[src/rtl/pulse_counter_ctrl.sv]
// pulse_counter_ctrl: sequences SCLR/INC/LOAD/DONE for a gated pulse counter,
// counting synchronised PULSE_IN rising edges over a fixed window with saturation.
module pulse_counter_ctrl #(
   parameter int WINDOW_CYCLES = 30,
   parameter int CNT_WIDTH     = 5,
   parameter int SYNC_STAGES   = 2
) (
   input  logic SYS_CLK,
   input  logic RST_N,
   input  logic START,
   input  logic ABORT,
   input  logic PULSE_IN,
   output logic SCLR,
   output logic INC,
   output logic LOAD,
   output logic BUSY,
   output logic DONE,
   output logic OVF
);
   localparam int WW = $clog2(WINDOW_CYCLES + 1);
   localparam logic [WW-1:0] WIN_LAST = WW'(WINDOW_CYCLES - 1);
   localparam logic [CNT_WIDTH-1:0] CNT_MAX = '1;

   typedef enum logic [2:0] {S_IDLE, S_CLEAR, S_COUNT, S_LOAD, S_DONE} state_t;

   state_t                 state_q, state_d;
   logic [SYNC_STAGES-1:0] sync_q, sync_d;
   logic                   prev_q, prev_d;
   logic [WW-1:0]          win_q, win_d;
   logic [CNT_WIDTH-1:0]   cnt_q, cnt_d;
   logic                   sclr_q, sclr_d, inc_q, inc_d, load_q, load_d;
   logic                   busy_q, busy_d, done_q, done_d, ovf_q, ovf_d;
   logic                   rise, edge_ok, sat;

   always_comb begin
      sync_d  = {sync_q[SYNC_STAGES-2:0], PULSE_IN};
      prev_d  = sync_q[SYNC_STAGES-1];
      rise    = sync_q[SYNC_STAGES-1] & ~prev_q;
      state_d = state_q;
      win_d   = win_q;
      case (state_q)
         S_IDLE:  state_d = START ? S_CLEAR : S_IDLE;
         S_CLEAR: state_d = ABORT ? S_IDLE : S_COUNT;
         S_COUNT: begin
            state_d = ABORT ? S_IDLE : (win_q == WIN_LAST ? S_LOAD : S_COUNT);
            win_d   = win_q + 1'b1;
         end
         S_LOAD:  state_d = ABORT ? S_IDLE : S_DONE;
         S_DONE:  state_d = START ? S_CLEAR : S_IDLE;
         default: state_d = S_IDLE;
      endcase
      // an edge only counts when COUNT persists, so INC never overlaps LOAD
      edge_ok = rise && state_q == S_COUNT && state_d == S_COUNT;
      sat     = cnt_q == CNT_MAX;
      inc_d   = edge_ok && !sat;
      cnt_d   = state_d == S_CLEAR ? '0 : cnt_q + CNT_WIDTH'(inc_d);
      ovf_d   = state_d == S_CLEAR ? 1'b0 : ovf_q | (edge_ok & sat);
      if (state_d == S_CLEAR) win_d = '0;
      sclr_d  = state_d == S_CLEAR;
      load_d  = state_d == S_LOAD;
      done_d  = state_d == S_DONE;
      busy_d  = state_d == S_CLEAR || state_d == S_COUNT || state_d == S_LOAD;
   end

   always_ff @(posedge SYS_CLK or negedge RST_N) begin
      if (!RST_N) begin
         state_q <= S_IDLE;
         sync_q  <= '0;
         prev_q  <= 1'b0;
         win_q   <= '0;
         cnt_q   <= '0;
         sclr_q  <= 1'b0;
         inc_q   <= 1'b0;
         load_q  <= 1'b0;
         busy_q  <= 1'b0;
         done_q  <= 1'b0;
         ovf_q   <= 1'b0;
      end else begin
         state_q <= state_d;
         sync_q  <= sync_d;
         prev_q  <= prev_d;
         win_q   <= win_d;
         cnt_q   <= cnt_d;
         sclr_q  <= sclr_d;
         inc_q   <= inc_d;
         load_q  <= load_d;
         busy_q  <= busy_d;
         done_q  <= done_d;
         ovf_q   <= ovf_d;
      end
   end

   assign SCLR = sclr_q;
   assign INC  = inc_q;
   assign LOAD = load_q;
   assign BUSY = busy_q;
   assign DONE = done_q;
   assign OVF  = ovf_q;
endmodule

[config.mk]
export PLATFORM = sky130hd
export DESIGN_NAME = pulse_counter_ctrl
export DESIGN_NICKNAME = d
export VERILOG_FILES = /design/src/rtl/pulse_counter_ctrl.sv
export SDC_FILE = /design/constraint.sdc
export NUM_CORES = 1
export LEC_CHECK = 0
export ABC_CLOCK_PERIOD_IN_PS = 4600
export CAP_MARGIN = 20
export CORE_UTILIZATION = 25
export DETAILED_ROUTE_END_ITERATION = 6
export GPL_TIMING_DRIVEN = 0
export PLACE_DENSITY = 0.51
export RECOVER_POWER = 50
export SYNTH_ARGS = -nofsm -noshare
export SYNTH_HDL_FRONTEND = slang
export SYNTH_SLANG_ARGS = --single-unit
[constraint.sdc]
create_clock -name SYS_CLK -period 4.6 [get_ports SYS_CLK]
set_input_delay 1.38 -clock SYS_CLK [delete_from_list [all_inputs] [get_ports SYS_CLK]]
set_output_delay 1.38 -clock SYS_CLK [all_outputs]
set_load 0.05 [all_outputs]
==> load_flow_metrics.sql, run 1 <==
INSERT INTO impl_metrics (metric_group, metric, value, unit) VALUES
('finish', 'fillers', '338', ''),
('yosys', 'postSynthAreaPerCell', '12.21', 'um2'),
('routing', 'route.detailed.wl_per_inst', '10.96', 'um'),
('cts', 'ctsHoldBuffers', '0', ''),
('finish', 'num_antenna_cells', '0', ''),
('setup_path', 'required', '4.81', 'ns'),
('floorplan', 'die_h', '62.11', 'um'),
('setup_path', 'cp-start-kind', 'input pin', ''),
('timing', 'timing.max_slew.rel_slack', '31.58', '%'),
('floorplan', 'die-area', '0.003858', 'mm2'),
('routing', 'drt-initial-drc-count', '25', ''),
('setup_path', 'end_kind', 'flop', ''),
('setup_path', 'path_cells', 'clkdlybuf4s50_1, or3b_2, clkbuf_1, inv_2, nor3b_1, ha_1, ha_1, nand3_1, xor2_1, nor2_1', ''),
('finish', 'area_growth_syn_to_layout', '23.68', '%'),
('cts', 'clock_latency', '0.31', 'ns'),
('routing', 'drtPass1Iterations', '4', ''),
('grt', 'grt_max_degree', '23', ''),
('setup_path', 'maximum_net_fanout_on_the_critical_path', '10', ''),
('routing', 'post-route-drc-count', '0', ''),
('cts', 'clock-root-buffer', 'clkbuf_4', ''),
('routing', 'finalWirelength', '1479', 'um'),
('routing', 'route.vias.total', '567', ''),
('yosys', 'synth_top_cell_area_share', '60.94', '%'),
('timing', 'tightestPinTransition', '1.026', 'ns'),
('finish', 'layout.cells.most_common', 'dfrtp_1', ''),
('timing', 'period_minus_slack', '3.285', 'ns'),
('timing', 'setup_viol', '0', ''),
('floorplan', 'coreArea', '0.003390', 'mm2'),
('flow_run', 'timing.max_cap.violations', '0', ''),
('run_status', 'outcome', 'completed', ''),
('yosys', 'post-synth-top-area-cell', 'dfrtp_1', ''),
('setup_path', 'worst-setup-path-type', 'in2reg', ''),
('grt', 'grt_antenna_before_repair', '0', ''),
('floorplan', 'floorplan.initialDensity', '26.65', '%'),
('timing', 'setup_tns', '0', 'ns'),
('hold_path', 'min_path_type', 'reg2reg', ''),
('floorplan', 'die_width', '62.11', 'um'),
('cts', 'cts-root-to-sink-buffers', '2', ''),
('pwr', 'report.power.total', '0.4555', 'mW'),
('floorplan', 'row_count', '21', ''),
('routing', 'postRouteAntennaNets', '0', ''),
('grt', 'grt_first_pass_wirelength', '2525', 'um'),
('yosys', 'synthesis.nets', '83', ''),
('timing', 'finalMaxSlewViolations', '0', ''),
('grt', 'globalRoute.totalOverflow', '0', ''),
('grt', 'first_global_vias', '548', ''),
('cts', 'post_cts.repair.setup_buffers', '0', ''),
('setup_path', 'slowest_stage', 'clkdlybuf4s50_1', ''),
('cts', 'cts-htree-levels', '1', ''),
('cts', 'cts_repair_resize_count', '0', ''),
('yosys', 'gate_count_post_synth', '74', ''),
('setup_path', 'critical-path-max-stage-delay', '0.45', 'ns'),
('cts', 'cts_sinks', '22', ''),
('finish', 'commonest_non_fill_non_tap_cells_in_the_layout', 'dfrtp_1 (22), clkdlybuf4s50_1 (8), nor2_1 (6)', ''),
('pwr', 'total_power_divided_by_cell_area', '407.7', 'mW/mm2'),
('setup_path', 'timing.critical_path.arrival', '3.50', 'ns'),
('finish', 'num-nets-final', '99', ''),
('timing', 'timing.final.hold_violations', '0', ''),
('placement', 'post-dp-hpwl', '1009', 'um'),
('timing', 'grt_setup_unrepaired', 'no', ''),
('yosys', 'synth.top_cells.by_area', 'dfrtp_1 (61%), ha_1 (5.5%), xnor2_1 (2.9%)', ''),
('pwr', 'max-vdd-ir-drop', '0.1333', 'mV'),
('cts', 'tritoncts.num_buffers', '3', ''),
('cts', 'clock_pin_slew_on_the_worst_setup_and_hold_paths', '0.13', 'ns'),
('timing', 'clock_skew', '0.008160', 'ns'),
('grt', 'globalRouteTotalUtil', '8.513', '%'),
('yosys', 'yosysSeqAreaShare', '60.94', '%'),
('yosys', 'synth_seq_cells', '22', ''),
('finish', 'final_layout_size_suffix_gt1_share', '12.36', '%'),
('routing', 'route.detailed.vias_per_inst', '4.200', ''),
('yosys', 'synthesis.area', '903.4', 'um2'),
('pwr', 'static-leakage-power', '0.5138', 'nW'),
('yosys', 'synth_cell_type_count', '30', ''),
('timing', 'layout_worst_path_cycle_share', '71.41', '%'),
('setup_path', 'cpMostUsedCell', 'ha_1', ''),
('floorplan', 'io-pin-count', '11', ''),
('placement', 'globalplace.congestion', '0.7519', ''),
('timing', 'fmax', '0.3044', 'GHz'),
('cts', 'clock_tree_from_tritoncts', 'done', ''),
('placement', 'port-buffer-count', '10', ''),
('yosys', 'synth_warnings', '0', '');
[worst max-delay path, delay by kind of cell]
kind          cells  cell delay [ns]
buf+inv           3             0.87
simple gates      4             0.69
fa+ha+maj         2             0.41
xor+xnor          1             0.15
[flip-flops by register name, summed over array words and instances, names as in the netlist]
register  count
cnt_q         5
win_q         5
state_q       3
sync_q        2
BUSY          1
DONE          1
INC           1
LOAD          1
OVF           1
SCLR          1
prev_q        1
[final timing paths]
path / depth (start not counted) / end / startpoint / slack, ns
max in group asynchronous: 2 / win_q[2] / RST_N / 2.09
min in group asynchronous: 1 / OVF / RST_N / 1.32
worst min-delay path: 0 / sync_q[1] / sync_q[0] / 0.36
worst min register to register: 0 / sync_q[1] / sync_q[0] / 0.36
worst max register to register: 9 / cnt_q[4] / state_q[1] / 2.30
worst max-delay path: 10 / cnt_q[4] / START / 1.32
[report_power, final]
part	internal [mW]	total (mW)	switching, mW
sequential	0.210	0.226	0.0160
clock	0.0881	0.149	0.0613
combinational	0.0334	0.0799	0.0465
[cell usage after synthesis]
cell,number
ha_1,4
nand4_1,1
inv_2,1
or2_2,2
dfrtp_1,22
a21oi_2,1
xor2_1,2
clkbuf_1,1
xnor2_1,3
and3_2,1
inv_1,1
nor4bb_1,1
o31ai_1,1
nand3b_1,1
nand3_1,5
nor3_1,1
nand2b_1,1
nor2_1,6
and3_1,2
nand4b_1,1
o21ai_0,2
a21oi_1,1
or3b_2,1
nand2_1,3
nor3b_1,1
or3b_4,1
or3_1,1
mux2i_1,2
and2_1,3
nor4b_1,1
[layer usage]
layer	global-route usage (%)	up-vias	wire length, um
li1	-	283	-
met4	5.233	0	13
met3	1.287	2	39
met1	11.27	274	810
met5	0	-	0
met2	13.05	8	615
[kinds of logic (layout without fill, tap and decap cells)]
kind of cell	after synthesis	in the layout	synth area share, %
multiplexers	2	2	2.216
AO/OA/AOI/OAI	5	5	3.463
buffers and inverters	3	18	1.245
flip-flops	22	22	60.94
adder cells (fa/ha/maj)	4	4	5.540
AND/OR/NAND/NOR	33	33	21.75
XOR/XNOR	5	5	4.849
[final cells by class]
class | count | area (um2) | area share (%)
inverters | 2 | 7.507 | 0.6719
plain buffers | 1 | 3.754 | 0.3359
clock inverters | 1 | 30.03 | 2.688
multi-input cells | 49 | 341.6 | 30.57
repair buffers | 11 | 103.9 | 9.295
flip-flops and latches | 22 | 550.5 | 49.27
well taps | 46 | 57.56 | 5.151
clock buffers | 3 | 22.52 | 2.016
[through the flow]
stage                     cell area (um2)  setup WS, ns  hold WS, ns  instances  utilization, %
after detailed placement             1061        0.9448       0.3347        130           31.30
final                                1117         1.315       0.3630        135           32.96
after global routing                 1117         1.186       0.3875        135           32.96
after floorplan                     903.4         1.649       0.3312         74               -
after global placement               1061        0.9617       0.3331        130           31.30
after CTS                            1114         1.285       0.3650        134           32.85
Power figures use the tool's default switching activity.
==> run 2: changes to the inputs <==
--- a/config.mk
+++ b/config.mk
@@ -5,7 +5,7 @@
 export SDC_FILE = /design/constraint.sdc
 export NUM_CORES = 1
 export LEC_CHECK = 0
-export ABC_CLOCK_PERIOD_IN_PS = 4600
+export ABC_CLOCK_PERIOD_IN_PS = 3400
 export CAP_MARGIN = 20
 export CORE_UTILIZATION = 25
 export DETAILED_ROUTE_END_ITERATION = 6
==> constraint.sdc (replaced) <==
create_clock -name SYS_CLK -period 3.4 [get_ports SYS_CLK]
set_input_delay 1.02 -clock SYS_CLK [delete_from_list [all_inputs] [get_ports SYS_CLK]]
set_output_delay 1.02 -clock SYS_CLK [all_outputs]
set_load 0.05 [all_outputs]
==> results of run 2 <==
The final DEF is identical to that of run 1. Status: completed.
Among the figures that moved: setup slack after placement 0.9448 ns -> 0.1048 ns; setup slack after layout 1.315 ns -> 0.4752 ns; register-to-register setup slack 2.30 ns -> 1.10 ns; total power 0.4555 mW -> 0.6163 mW; worst IR drop on VDD 0.1333 mV -> 0.1804 mV
